<file path="src/rtl/memwb_skid_stage_if.sv">
// Handshake and payload bundle between the memory stage, the MEM/WB skid stage and writeback.
// The slave modport is the stage's view; the master modport is the surrounding pipeline's view.
interface memwb_skid_stage_if #(
  parameter int DATA_W = 32,
  parameter int ADDR_W = 5
);
  logic              in_valid;
  logic              in_ready;
  logic [DATA_W-1:0] in_data;
  logic              in_wr;
  logic [ADDR_W-1:0] in_rd;
  logic              out_valid;
  logic              out_ready;
  logic [DATA_W-1:0] out_data;
  logic              out_wr;
  logic [ADDR_W-1:0] out_rd;

  modport slave (
    input  in_valid, in_data, in_wr, in_rd, out_ready,
    output in_ready, out_valid, out_data, out_wr, out_rd
  );

  modport master (
    output in_valid, in_data, in_wr, in_rd, out_ready,
    input  in_ready, out_valid, out_data, out_wr, out_rd
  );
endinterface

</file>
<file path="src/rtl/memwb_skid_stage.sv">
// MEM/WB pipeline stage with a 2-entry skid buffer (head H, skid S), flush and write-enable gating.
// Define MEMWB_FWD_EN to add the combinational forwarding lookup ports (fwd_addr/fwd_hit/fwd_data).
module memwb_skid_stage #(
  parameter int DATA_W = 32,
  parameter int ADDR_W = 5
) (
  input  logic              clk,
  input  logic              rst,
  input  logic              flush,
`ifdef MEMWB_FWD_EN
  input  logic [ADDR_W-1:0] fwd_addr,
  output logic              fwd_hit,
  output logic [DATA_W-1:0] fwd_data,
`endif
  memwb_skid_stage_if.slave bus
);

  typedef enum logic [1:0] {EMPTY, ONE, TWO} state_t;

  state_t            state_q, state_d;
  logic [DATA_W-1:0] h_data_q, h_data_d;
  logic              h_wr_q, h_wr_d;
  logic [ADDR_W-1:0] h_rd_q, h_rd_d;
  logic [DATA_W-1:0] s_data_q, s_data_d;
  logic              s_wr_q, s_wr_d;
  logic [ADDR_W-1:0] s_rd_q, s_rd_d;
  logic              in_ready_q, in_ready_d;
  logic              out_valid_q, out_valid_d;
  logic              out_wr_q, out_wr_d;

  logic accept;
  logic consume;

  assign accept  = bus.in_valid & in_ready_q;
  assign consume = out_valid_q & bus.out_ready;

  always_comb begin
    state_d  = state_q;
    h_data_d = h_data_q;
    h_wr_d   = h_wr_q;
    h_rd_d   = h_rd_q;
    s_data_d = s_data_q;
    s_wr_d   = s_wr_q;
    s_rd_d   = s_rd_q;

    case (state_q)
      EMPTY: begin
        if (accept) begin
          h_data_d = bus.in_data;
          h_wr_d   = bus.in_wr;
          h_rd_d   = bus.in_rd;
          state_d  = ONE;
        end
      end
      ONE: begin
        if (accept && consume) begin
          h_data_d = bus.in_data;
          h_wr_d   = bus.in_wr;
          h_rd_d   = bus.in_rd;
        end else if (accept) begin
          s_data_d = bus.in_data;
          s_wr_d   = bus.in_wr;
          s_rd_d   = bus.in_rd;
          state_d  = TWO;
        end else if (consume) begin
          state_d  = EMPTY;
        end
      end
      TWO: begin
        if (consume) begin
          h_data_d = s_data_q;
          h_wr_d   = s_wr_q;
          h_rd_d   = s_rd_q;
          state_d  = ONE;
        end
      end
      default: state_d = EMPTY;
    endcase

    // Flush drops every beat, including one arriving this cycle; payload registers keep their contents.
    if (flush) begin
      state_d  = EMPTY;
      h_data_d = h_data_q;
      h_wr_d   = h_wr_q;
      h_rd_d   = h_rd_q;
      s_data_d = s_data_q;
      s_wr_d   = s_wr_q;
      s_rd_d   = s_rd_q;
    end

    in_ready_d  = (state_d != TWO);
    out_valid_d = (state_d != EMPTY);
    out_wr_d    = h_wr_d & out_valid_d;
  end

  always_ff @(posedge clk or posedge rst) begin
    if (rst) begin
      state_q     <= EMPTY;
      h_data_q    <= '0;
      h_wr_q      <= 1'b0;
      h_rd_q      <= '0;
      s_data_q    <= '0;
      s_wr_q      <= 1'b0;
      s_rd_q      <= '0;
      in_ready_q  <= 1'b1;
      out_valid_q <= 1'b0;
      out_wr_q    <= 1'b0;
    end else begin
      state_q     <= state_d;
      h_data_q    <= h_data_d;
      h_wr_q      <= h_wr_d;
      h_rd_q      <= h_rd_d;
      s_data_q    <= s_data_d;
      s_wr_q      <= s_wr_d;
      s_rd_q      <= s_rd_d;
      in_ready_q  <= in_ready_d;
      out_valid_q <= out_valid_d;
      out_wr_q    <= out_wr_d;
    end
  end

  assign bus.in_ready  = in_ready_q;
  assign bus.out_valid = out_valid_q;
  assign bus.out_wr    = out_wr_q;
  assign bus.out_data  = h_data_q;
  assign bus.out_rd    = h_rd_q;

`ifdef MEMWB_FWD_EN
  // S is younger than H, so it wins when both match; register 0 is never forwarded.
  always_comb begin
    fwd_hit  = 1'b0;
    fwd_data = '0;
    if (fwd_addr != '0) begin
      if ((state_q == TWO) && s_wr_q && (s_rd_q == fwd_addr)) begin
        fwd_hit  = 1'b1;
        fwd_data = s_data_q;
      end else if ((state_q != EMPTY) && h_wr_q && (h_rd_q == fwd_addr)) begin
        fwd_hit  = 1'b1;
        fwd_data = h_data_q;
      end
    end
  end
`endif

endmodule

</file>
<file path="src/flat_wrapper.sv">
// flat-port wrapper written by rule: the top's interface ports become plain ports
module memwb_skid_stage_flat 
#(
  parameter int DATA_W = 32,
  parameter int ADDR_W = 5
)
  (clk, rst, flush, bus_in_valid, bus_in_data, bus_in_wr, bus_in_rd, bus_out_ready, bus_in_ready, bus_out_valid, bus_out_data, bus_out_wr, bus_out_rd);
  memwb_skid_stage_if #(.DATA_W(DATA_W), .ADDR_W(ADDR_W)) bus_i ();
  input  logic clk;
  input  logic rst;
  input  logic flush;
  input wire logic [$bits(bus_i.in_valid)-1:0] bus_in_valid;
  input wire logic [$bits(bus_i.in_data)-1:0] bus_in_data;
  input wire logic [$bits(bus_i.in_wr)-1:0] bus_in_wr;
  input wire logic [$bits(bus_i.in_rd)-1:0] bus_in_rd;
  input wire logic [$bits(bus_i.out_ready)-1:0] bus_out_ready;
  output wire logic [$bits(bus_i.in_ready)-1:0] bus_in_ready;
  output wire logic [$bits(bus_i.out_valid)-1:0] bus_out_valid;
  output wire logic [$bits(bus_i.out_data)-1:0] bus_out_data;
  output wire logic [$bits(bus_i.out_wr)-1:0] bus_out_wr;
  output wire logic [$bits(bus_i.out_rd)-1:0] bus_out_rd;
  assign bus_i.in_valid = bus_in_valid;
  assign bus_i.in_data = bus_in_data;
  assign bus_i.in_wr = bus_in_wr;
  assign bus_i.in_rd = bus_in_rd;
  assign bus_i.out_ready = bus_out_ready;
  assign bus_in_ready = bus_i.in_ready;
  assign bus_out_valid = bus_i.out_valid;
  assign bus_out_data = bus_i.out_data;
  assign bus_out_wr = bus_i.out_wr;
  assign bus_out_rd = bus_i.out_rd;
  memwb_skid_stage #(.DATA_W(DATA_W), .ADDR_W(ADDR_W)) u_core (.clk(clk), .rst(rst), .flush(flush), .bus(bus_i));
endmodule
</file>
<file path="config.mk">
export PLATFORM = sky130hd
export DESIGN_NAME = memwb_skid_stage_flat
export DESIGN_NICKNAME = d
export VERILOG_FILES = /design/src/rtl/memwb_skid_stage_if.sv /design/src/rtl/memwb_skid_stage.sv /design/src/flat_wrapper.sv
export SDC_FILE = /design/constraint.sdc
export NUM_CORES = 1
export LEC_CHECK = 0
export ABC_AREA = 1
export BUFFER_PORTS_ARGS = -buffer_cell sky130_fd_sc_hd__buf_4
export CORE_UTILIZATION = 48
export CTS_CLUSTER_DIAMETER = 150
export DETAILED_ROUTE_END_ITERATION = 8
export PLACE_DENSITY = 0.75
export SLEW_MARGIN = 20
export SYNTH_ARGS = -nofsm -noshare
export SYNTH_HDL_FRONTEND = slang
export SYNTH_SLANG_ARGS = --single-unit
</file>
<file path="constraint.sdc">
create_clock -name clk -period 2.4 [get_ports clk]
set_input_delay 0.12 -clock clk [delete_from_list [all_inputs] [get_ports clk]]
set_output_delay 0.12 -clock clk [all_outputs]
set_load 0.1 [all_outputs]
</file>
---- Word level (Yosys, flattened, before mapping) ----
Index checks and enable logic that the tools add are counted.
storage, ports and cells
  bits in registers ....................... 81
  bits of input ports ..................... 43
  output and inout port bits .............. 40
cells by class
  eq/ne operators ......................... 6
  multiplexer cells ....................... 20
  bitwise logic cells ..................... 5
  reduce and logical (&&, ||, !) cells .... 6
operators by type and width
  operator            count
  $mux 32             3
  $pmux 32 s3         1
  $mux 5              3
  $pmux 5 s3          1
  $mux 2              6
  $ne 2x1->1 const B  3
  $pmux 2 s3          1
  $reduce_and 5->1    1
  $mux 1              4
  $reduce_and 4->1    1
  $and 1x1->1         3
  $pmux 1 s3          1
  $reduce_bool 3->1   1
  $eq 2x1->1 const B  1
  $eq 2x2->1 const B  1
  $logic_not 2->1     1
  $ne 2x2->1 const B  1
  $not 1->1           2
  $reduce_bool 2->1   1
  $logic_and 1x1->1   1

---- Longest topological paths before layout ----
Gate-level depths: netlist of the first run.
  depth in word-level cells ............... 8
  gate-level depth with buffers ........... 10
  gate-level depth less buffers ........... 9

---- Worst setup path before layout of the first run ----
OpenSTA, ideal clock, no wires.
  path type ............................... flip-flop to flip-flop
  from .................................... register u_core.out_valid_q, in the netlist u_core.bus.out_valid
  to ...................................... register u_core.h_data_q[0], in the netlist u_core.bus.out_data[0]
  setup time .............................. 0.122 ns
  arrival ................................. 1.849 ns
  data required time ...................... 2.278 ns
  slack ................................... 0.429 ns
  cell stages (with the launch flop) ...... 10
  path buffers ............................ 2
  cell sequence ........................... dfrtp_1 nand2_1 inv_1 nand2_1 o21ai_2 nand3_2 buf_6 buf_4 nand2_1 o21ai_2
on the way
  longest elaborated chain between the ends .. 4
  elaborated cells on any way between the ends .. 5
RTL lines
  element                       RTL line                 RTL
  start: declaration            memwb_skid_stage.sv:28   logic out_valid_q, out_valid_d;
  start signal: assignment      memwb_skid_stage.sv:117  out_valid_q <= out_valid_d;
  $and 1x1->1 *                 memwb_skid_stage.sv:35   assign consume = out_valid_q & bus.out_ready;
  $logic_and 1x1->1             memwb_skid_stage.sv:56   if (accept && consume) begin
  $ne 2x1->1 (no line)          --
  $reduce_and 5->1 (no line) *  --
  end signal: assignment        memwb_skid_stage.sv:110  h_data_q <= h_data_d;
  end: declaration              memwb_skid_stage.sv:21   logic [DATA_W-1:0] h_data_q, h_data_d;
Every way passes the cells marked *; elsewhere a longest branch is shown, timed or not.
A chain may end at the register's enable or synchronous reset.

---- Worst setup path after layout of the first run ----
  from .................................... register u_core.in_ready_q, in the netlist u_core.bus.in_ready
  to ...................................... register u_core.h_data_q[26], in the netlist u_core.bus.out_data[26]
on the way
  longest elaborated chain between the ends .. 4
  elaborated cells on any way between the ends .. 5
RTL lines
  element                       RTL line                 RTL
  start: declaration            memwb_skid_stage.sv:27   logic in_ready_q, in_ready_d;
  start signal: assignment      memwb_skid_stage.sv:116  in_ready_q <= in_ready_d;
  $and 1x1->1 *                 memwb_skid_stage.sv:34   assign accept = bus.in_valid & in_ready_q;
  $logic_and 1x1->1             memwb_skid_stage.sv:56
  $ne 2x1->1 (no line)          --
  $reduce_and 5->1 (no line) *  --
Marked as above.

==> impl_metrics.py, run 1 <==
metrics = {
    "synthesis": {
        "yosysUniqueCellTypes": 21,
        "netlist_top_cells_area": "dfrtp_1, nand2_1, mux2i_1",
        "ys_ff_latch": 81,
        "synth-seq-area-share_pct": 56.2,
        "synth-edff-count": 0,
        "syn_nets": 421,
        "yosysWarnings": 0,
        "yosysTopAreaCell": "dfrtp_1",
        "synthMostInstantiatedCell": "nand2_1",
        "async_flop_share_pct": 100,
        "syn-instance-count": 378,
        "synth.top_cell.area_share_pct": 55.4,
        "synth_area_um2": 3610,
        "yosys_most_used_dff": "dfrtp_1",
        "avgSynthCellArea_um2": 9.55,
        "yosys-top-cells-count": "nand2_1, dfrtp_1, mux2i_1, o21ai_2, o21ai_0",
    },
    "placement": {
        "gp_congestion": 0.867,
        "placement.io_buffers": 82,
        "hpwl_um": 4880,
        "place_inst": 545,
    },
    "hold_path": {
        "min_path_type": "primary input to flip-flop",
    },
    "sta": {
        "clock.fmax_mhz": 494,
        "report.final.slew_viol_count": 0,
        "tightest_slew_ns": 0.739,
        "hold_violations": 0,
        "post-route-min-period_ns": 2.03,
        "final.setup_skew_ns": 0.0134,
        "finalSetupTns_ns": 0,
        "rsz0062_at_grt": "false",
        "max_slew_margin_pct": 50.7,
        "setup_violations": 0,
        "fin_crit_sh_pct": 84.4,
    },
    "cts": {
        "cts-root-buf": "clkbuf_8",
        "clockBufferDepth": 2,
        "cts.sinks": 81,
        "cts_setup_buffers": 0,
        "cts_resized": 0,
        "htreeDepth": 3,
        "path_clk_slew_ns": 0.07,
        "clock_latency_ns": 0.34,
        "cts_buffers": 9,
        "cts_tree": "done",
    },
    "power_and_ir_drop": {
        "p_seq_share_pct": 32.6,
        "total_leakage_power_uw": 0.00272,
        "p_comb_share_pct": 50.4,
        "ir_drop_mv": 0.781,
        "p_sw_share_pct": 50.7,
        "p_int_uw": 3500,
        "switching_power_uw": 3610,
        "power.density_nw_per_um2": 1470,
        "clock_power_share_pct": 17.0,
    },
    "status": {
        "status": "finished, final reports clean",
    },
    "die": {
        "core_area_um2": 7250,
        "fp-row-count": 31,
        "die-area_um2": 7870,
        "fp.dieH_um": 88.7,
        "io_pins": 83,
        "start_util_pct": 49.8,
        "fp.dieW_um": 88.7,
    },
    "finish": {
        "n_antenna_cell": 0,
        "register_area_um2": 2030,
        "multiInputGateArea_um2": 1370,
        "post-route-util_pct": 66.9,
        "final_cells": 593,
        "fillers": 592,
        "areaGrowthSynthToFinish_pct": 34.4,
        "nNetsFinal": 532,
        "layout-drive-gt1-share_pct": 27.1,
    },
    "critical_path": {
        "cp_data_required_time_ns": 2.62,
        "crit_chain": "nand2_1 > nand2_1 > nand2_1 > o21ai_2 > nand3_4 > buf_4 > nand2_1 > o21ai_2",
        "critPathMaxStageDelay_ns": 0.55,
        "cpMaxStageDelayCell": "dfstp_2",
        "cp.arrival_ns": 2.25,
        "r2r_setup_slack_ns": 0.37,
        "critPathTopFamily": "simple AND/OR/NAND/NOR gates",
        "critical_path.most_common_cell": "nand2_1",
        "endpoint_kind": "flip-flop",
        "path_buf_inv": 1,
        "cp_max_fo": 48,
        "start_kind": "flip-flop",
        "path_class": "flip-flop to flip-flop",
    },
    "grt": {
        "grt.overflow.total": 0,
        "grtUsageTotal_pct": 21.1,
        "grt_pass1_vias": 2776,
        "antenna_found_initial": 0,
        "grt_max_degree": 49,
        "grt_first_pass_wirelength_um": 12600,
    },
    "drt": {
        "post_drt_via_cell_ratio": 4.84,
        "routed_wl_um": 7680,
        "dr.pass1.iters": 5,
        "ant_nets": 0,
        "dr_total_vias": 2868,
        "drt-wirelength-per-cell_um": 12.9,
        "drtIter0Drc": 193,
        "drcViolationCount": 0,
    },
    "flow_run": {
        "cap_violations": 0,
    },
}
## power groups by stage
stage / Combinational (uW) / Sequential [uW] / Clock, uW
5_1_grt: 3780 / 2390 / 1290
3_3_place_gp: 3500 / 2310 / 0
3_5_place_dp: 3560 / 2330 / 0
2_1_floorplan: 818 / 4310 / 0
4_1_cts: 3600 / 2310 / 1240
6_report: 3580 / 2320 / 1210
## logic make-up after synthesis
logic type,synth area share [%]
AO/OA/AOI/OAI,8.70
buffers and inverters,6.03
flip-flops,56.2
multiplexers,9.42
AND/OR/NAND/NOR,19.7
## repair_timing
item / in CTS / in global routing
endpoints found under the setup margin: 0 / 0
endpoints found under the hold margin: 66 / 0
hold buffers: 32 / 0
## worst reg2reg max path, delay by kind of cell (launching register included)
family / cells / cell delay, ns
and+or+nand+nor: 5 / 0.86
AOI/OAI and AO/OA: 2 / 0.14
DFF: 1 / 0.55
buffers and inverters: 1 / 0.38
## metal layers
metal,share of wire (%),routed length (um),GRT usage (%)
met1,46,3520,27.3
met2,49,3790,34.6
met3,4.1,318,5.32
met4,0.63,48,7.48
met5,0,0,0
## registers in the layout (all words and copies together) (netlist names)
| name | flops |
|---|---|
| u_core.s_data_q | 32 |
| u_core.state_q | 2 |
| u_core.s_wr_q | 1 |
| u_core.bus.out_data | 32 |
| u_core.bus.out_rd | 5 |
| u_core.s_rd_q | 5 |
| u_core.bus.in_ready | 1 |
| u_core.h_wr_q | 1 |
| u_core.bus.out_valid | 1 |
| u_core.bus.out_wr | 1 |
## final cells by class
cell class / instances / share of cell area (%)
Timing Repair Buffer: 120 / 21.0
Clock inverter: 6 / 2.32
Tap cell: 99 / 2.55
Sequential cell: 81 / 41.8
Multi-Input combinational cell: 261 / 28.3
Inverter: 16 / 1.26
Clock buffer: 10 / 2.84
## worst paths after layout
check	cells after the start	end	start
max	8	u_core.bus.out_data[26]$_DFFE_PP0P_	u_core.bus.in_ready$_DFF_PP1_
min	3	u_core.s_data_q[19]$_DFFE_PP0P_	bus_in_data[19]
max reg2reg	8	u_core.bus.out_data[26]$_DFFE_PP0P_	u_core.bus.in_ready$_DFF_PP1_
min reg2reg	2	u_core.s_data_q[23]$_DFFE_PP0P_	u_core.s_data_q[23]$_DFFE_PP0P_
max in group asynchronous	4	u_core.s_data_q[28]$_DFFE_PP0P_	rst
min in group asynchronous	3	u_core.s_data_q[12]$_DFFE_PP0P_	rst
## metrics by stage
stage	hold WS, ns	power, uW	cell area, um2	setup WS (ns)
2_1_floorplan	0.237	5120	3610	0.202
3_3_place_gp	0.229	5810	4280	0.435
3_5_place_dp	0.226	5890	4280	0.380
4_1_cts	0.000181	7150	4850	0.369
5_1_grt	0.00596	7460	4850	0.225
6_report	0.0224	7110	4850	0.375
## layout by cell type, fill, tap and decap left out
cell type      count
mux2i_1           34
nor2_8             1
nor2_1             6
inv_1             12
clkinv_2           2
bufinv_16          3
nor2_2             1
nand2_2            1
dlygate4sd3_1     32
inv_6              1
buf_12             3
clkbuf_8          10
nand3_4            1
o21ai_2           21
inv_2              3
clkinv_4           1
buf_4             85
o21ai_1            7
a21oi_1            1
nand3_1            6
dfrtp_1           80
dfstp_2            1
nand2_1          164
o21ai_0           18
No activity file was read; power rests on OpenSTA's default activity.
==> run 2: changes to the inputs <==
clock period = 1.8 ns   (was 2.4 ns; I/O delays follow)
==> run 2 against run 1 <==
Effect of this change:
- via count grew 1.3%
- sequential power up 32%
- count of clock-buffer cells in the layout is 1 lower
- critical path depth did not move
- combinational power rose by 34%
- non-clock buffer count grew 6
- worst hold slack lost 0.016 ns
- routed wire length decreased by 1.1%
- power grew 28%
- core utilization is 0.10 points lower
==> impl_metrics.py, run 2 (synthesis gave the netlist of run 1 again) <==
metrics = {
    "placement": {
        "placement.io_buffers": 82,
        "hpwl_um": 4970,
        "gp_congestion": 0.928,
        "place_inst": 548,
        "pre_cts_slack_ns": 0.141,
    },
    "sta": {
        "report.final.slew_viol_count": 0,
        "rsz0062_at_grt": "false",
        "setup_violations": 0,
        "final.setup_skew_ns": 0.00644,
        "clock.fmax_mhz": 599,
        "hold_violations": 0,
        "finalSetupTns_ns": 0,
        "max_slew_margin_pct": 57.6,
        "timing.final.ws_setup_ns": 0.131,
        "fin_crit_sh_pct": 92.7,
        "post-route-min-period_ns": 1.67,
        "hold_ws_ns": 0.00684,
        "tightest_slew_ns": 0.634,
    },
    "cts": {
        "cts_setup_buffers": 0,
        "htreeDepth": 3,
        "cts_tree": "done",
        "clock_latency_ns": 0.35,
        "cts-root-buf": "clkbuf_8",
        "cts_buffers": 9,
        "clockBufferDepth": 2,
        "cts.sinks": 81,
        "path_clk_slew_ns": 0.09,
    },
    "finish": {
        "n_antenna_cell": 0,
        "nNetsFinal": 538,
        "final_common_cell": "nand2_1",
        "final_cells": 599,
        "layout-drive-gt1-share_pct": 27.8,
        "layout_common_cells": "nand2_1, buf_4, dfrtp_1",
        "areaGrowthSynthToFinish_pct": 34.2,
    },
    "drt": {
        "ant_nets": 0,
        "drtIter0Drc": 117,
        "dr.pass1.iters": 4,
        "wl_met2_um": 3820,
        "dr_total_vias": 2905,
        "post_drt_via_cell_ratio": 4.85,
        "dr.max_layer_used": "met4",
        "drt-wirelength-per-cell_um": 12.7,
        "drcViolationCount": 0,
        "routed_wl_um": 7600,
        "met1_length_um": 3370,
        "wl_met3_um": 306,
    },
    "critical_path": {
        "start_kind": "flip-flop",
        "path_class": "flip-flop to flip-flop",
        "cp.arrival_ns": 1.89,
        "endpoint_kind": "flip-flop",
        "cp_max_fo": 36,
        "cp_data_required_time_ns": 2.03,
    },
    "power_and_ir_drop": {
        "ir_drop_mv": 0.978,
        "p_sw_share_pct": 53.4,
        "total_leakage_power_uw": 0.00270,
        "power.density_nw_per_um2": 1870,
        "p_comb_share_pct": 52.8,
        "power_uw": 9070,
        "clock_power_share_pct": 13.4,
        "p_int_uw": 4230,
        "p_seq_share_pct": 33.8,
        "switching_power_uw": 4840,
    },
    "grt": {
        "grt.overflow.total": 0,
        "grt_pass1_vias": 2772,
        "antenna_found_initial": 0,
        "grt_first_pass_wirelength_um": 12600,
        "grtUsageTotal_pct": 21.2,
        "grt_max_degree": 43,
    },
    "die": {
        "core_area_um2": 7250,
        "fp-row-count": 31,
        "die-area_um2": 7870,
        "start_util_pct": 49.8,
        "io_pins": 83,
        "fp.dieW_um": 88.7,
        "fp.dieH_um": 88.7,
    },
    "flow_run": {
        "cap_violations": 0,
    },
    "status": {
        "status": "finished, final reports clean",
    },
    "hold_path": {
        "min_path_type": "primary input to flip-flop",
    },
}
run 2: changes by cell type in the layout (fill, tap and decap cells not counted), moves of 2 or more:
| cell | delta |
|---|---|
| dlygate4sd3_1 | +3 |
| buf_4 | +3 |
| bufinv_16 | -3 |
| o21ai_0 | -2 |
| clkinvlp_4 | +4 |
| o21ai_1 | +2 |
| inv_6 | +2 |
run 2: metrics by stage:
step / utilization [%] / instance area (um2)
final: 66.8 / 4850
after global routing: 66.8 / 4850
after CTS: 66.8 / 4840
after detailed placement: 59.5 / 4320
after global placement: 59.5 / 4320
after floorplan: - / 3620
run 2: worst paths after layout:
check,to,from,depth (start not counted),slack [ns]
worst max-delay path,u_core.bus.out_data[8]$_DFFE_PP0P_,u_core.bus.in_ready$_DFF_PP1_,8,0.13
max in group asynchronous,u_core.bus.in_ready$_DFF_PP1_,rst,4,0.80
worst min-delay path,u_core.s_rd_q[2]$_DFFE_PP0P_,bus_in_rd[2],3,0.007
min in group asynchronous,u_core.bus.out_data[8]$_DFFE_PP0P_,rst,3,0.39
worst max register to register,u_core.bus.out_data[8]$_DFFE_PP0P_,u_core.bus.in_ready$_DFF_PP1_,8,0.13
worst min register to register,u_core.s_data_q[30]$_DFFE_PP0P_,u_core.s_data_q[30]$_DFFE_PP0P_,2,0.48
run 2: cell type report:
cell class	instances	area [um2]
sequential	81	2030
clock buffer	9	124
fill	577	2410
timing repair buffer	126	1070
inverter	16	66.3
clock inverter	7	53.8
tap	99	124
multi-input combinational	261	1380
run 2: worst max-delay path, stage by stage (launching register included):
cell     delay [ns]
dfstp_4        0.63
nand2_2        0.08
nand2_1        0.11
nand2_1        0.08
o21ai_2        0.10
nand3_4        0.10
buf_4          0.26
nand2_1        0.10
o21ai_0        0.08
run 2: power groups by stage:
stage          Sequential, uW  Combinational [uW]  Clock (uW)
4_1_cts                  3060                4810        1250
3_3_place_gp             3080                4670           0
6_report                 3070                4790        1210
5_1_grt                  3160                5050        1320
2_1_floorplan            5740                1090           0
3_5_place_dp             3090                4750           0
run 2: what timing repair did:
action | 4_1_cts | 5_1_grt
setup endpoints to repair | 0 | 5
endpoints found under the hold margin | 59 | 0
gates resized for setup | 0 | 4
hold buffers | 35 | 0
run 2: routing by layer:
metal  global-route usage, %  vias to the layer above
li1                        -                     1443
met1                    27.5                     1381
met2                    35.4                       71
met3                    3.64                       10
met4                    8.94                        0
met5                       0                        -
==> run 3: changes to the inputs <==
HOLD_SLACK_MARGIN = 0.15   (was unset)
==> run 3 against run 2 <==
Effect of this change:
- critical endpoint unchanged
- die area unchanged
- count of clock-buffer cells in the layout is the same
- critical path type unchanged
- flip-flop and latch count unchanged
- clock power about the same
- maximum frequency barely moved
- global-route usage grew 0.10 points
- register-to-register slack hardly changed
- cell count grew 0.83%
- routed wire length rose by 0.82%
- first-iteration DRC count is 12% higher
==> impl_metrics.py, run 3 (synthesis gave the netlist of run 1 again) <==
metrics = {
    "cts": {
        "cts-root-buf": "clkbuf_8",
        "cts_buffers": 9,
        "cts.sinks": 81,
        "clock_latency_ns": 0.35,
        "path_clk_slew_ns": 0.09,
        "cts_tree": "done",
        "cts_setup_buffers": 0,
        "htreeDepth": 3,
        "clockBufferDepth": 2,
    },
    "placement": {
        "hpwl_um": 4970,
        "placement.io_buffers": 82,
        "pre_cts_slack_ns": 0.141,
        "gp_congestion": 0.928,
        "dpl_cell_area_um2": 4320,
    },
    "drt": {
        "post_drt_via_cell_ratio": 4.87,
        "wl_met2_um": 3860,
        "dr_total_vias": 2939,
        "dr.pass1.iters": 5,
        "drtIter0Drc": 131,
        "dr.max_layer_used": "met4",
        "ant_nets": 0,
        "drcViolationCount": 0,
        "drt-wirelength-per-cell_um": 12.7,
        "routed_wl_um": 7660,
        "wl_met3_um": 321,
        "met1_length_um": 3370,
    },
    "critical_path": {
        "critPathMaxStageDelay_ns": 0.63,
        "cpMaxStageDelayCell": "dfstp_4",
        "endpoint_kind": "flip-flop",
        "critPathTopFamily": "flip-flops",
        "startpoint": "u_core.bus.in_ready$_DFF_PP1_",
        "timing.rr.start": "u_core.bus.in_ready$_DFF_PP1_",
        "start_kind": "flip-flop",
        "crit_chain": "nand2_2 > nand2_1 > nand2_1 > o21ai_2 > nand3_4 > buf_4 > nand2_1 > o21ai_0",
        "cp_data_required_time_ns": 2.02,
        "cp.arrival_ns": 1.89,
        "path_buf_inv": 1,
        "cp_max_fo": 36,
        "path_class": "flip-flop to flip-flop",
        "critical_path.most_common_cell": "nand2_1",
    },
    "grt": {
        "grt.overflow.total": 0,
        "antenna_found_initial": 0,
        "grt_pass1_vias": 2793,
        "grtUsageTotal_pct": 21.3,
        "grt_first_pass_wirelength_um": 12700,
        "grt_max_degree": 43,
    },
    "hold_path": {
        "min_path_type": "primary input to flip-flop",
        "min_from": "bus_in_valid",
    },
    "sta": {
        "post-route-min-period_ns": 1.67,
        "hold_violations": 0,
        "timing.final.ws_setup_ns": 0.132,
        "max_slew_margin_pct": 57.6,
        "clock.fmax_mhz": 600,
        "report.final.slew_viol_count": 0,
        "setup_violations": 0,
        "rsz0062_at_grt": "false",
        "final.setup_skew_ns": 0.00646,
        "tightest_slew_ns": 0.634,
        "finalSetupTns_ns": 0,
        "fin_crit_sh_pct": 92.7,
    },
    "finish": {
        "multiInputGateArea_um2": 1380,
        "register_area_um2": 2030,
        "layout-drive-gt1-share_pct": 27.5,
        "n_antenna_cell": 0,
        "finish.instance_area_um2": 4900,
        "areaGrowthSynthToFinish_pct": 35.6,
        "fillers": 568,
        "nNetsFinal": 543,
        "final_common_cell": "nand2_1",
        "layout_common_cells": "nand2_1, buf_4, dfrtp_1",
    },
    "die": {
        "fp.dieH_um": 88.7,
        "start_util_pct": 49.8,
        "io_pins": 83,
        "core_area_um2": 7250,
        "fp.dieW_um": 88.7,
        "fp-row-count": 31,
        "die-area_um2": 7870,
    },
    "power_and_ir_drop": {
        "total_leakage_power_uw": 0.00272,
        "power.density_nw_per_um2": 1850,
        "ir_drop_mv": 0.975,
    },
    "flow_run": {
        "cap_violations": 0,
    },
    "status": {
        "status": "finished, final reports clean",
    },
}
[run 3: tightest hold or removal path, cell delays in order]
cell and delay, ns:
buf_4 0.09, nand3_1 0.07, nand3_1 0.07, nand3_1 0.06
nand2_1 0.06, nand2_1 0.06
[run 3: worst paths after layout]
check / to / slack (ns) / depth (start not counted)
worst max-delay path: u_core.bus.out_data[8]$_DFFE_PP0P_ / 0.13 / 8
worst min-delay path: u_core.h_wr_q$_DFF_PP0_ / 0.20 / 6
worst max register to register: u_core.bus.out_data[8]$_DFFE_PP0P_ / 0.13 / 8
worst min register to register: u_core.s_data_q[2]$_DFFE_PP0P_ / 0.48 / 2
max in group asynchronous: u_core.bus.in_ready$_DFF_PP1_ / 0.79 / 4
min in group asynchronous: u_core.bus.out_data[8]$_DFFE_PP0P_ / 0.40 / 3
[run 3: power breakdown]
part           internal [uW]  total [uW]  switching (uW)
logic                   1100        4800            3690
registers               2620        3070             450
clock network            512        1210             694
[run 3: what timing repair did]
action | CTS | global route
hold buffers | 40 | 0
gates resized for setup | 0 | 4
endpoints found under the hold margin | 102 | 0
endpoints found under the setup margin | 0 | 5
[run 3: metrics by stage]
stage / util [%] / hold slack, ns / instances / total power [uW]
2_1_floorplan: - / 0.207 / 378 / 6840
6_report: 67.5 / 0.205 / 604 / 9080
4_1_cts: 67.5 / 0.188 / 604 / 9130
3_5_place_dp: 59.5 / 0.217 / 548 / 7840
3_3_place_gp: 59.5 / 0.210 / 548 / 7750
5_1_grt: 67.5 / 0.245 / 604 / 9540
[run 3: cell type report]
| class | instances | share of cell area [%] |
|---|---|---|
| sequential | 81 | 41.5 |
| multi-input combinational | 261 | 28.1 |
| timing repair buffer | 131 | 22.9 |
| clock buffer | 9 | 2.53 |
| tap | 99 | 2.53 |
| inverter | 16 | 1.35 |
| clock inverter | 7 | 1.10 |
[run 3: layer usage]
layer | vias up | GRT usage [%]
met4 | 0 | 9.53
met3 | 12 | 3.64
met2 | 81 | 35.7
met5 | - | 0
met1 | 1388 | 27.3
li1 | 1458 | -
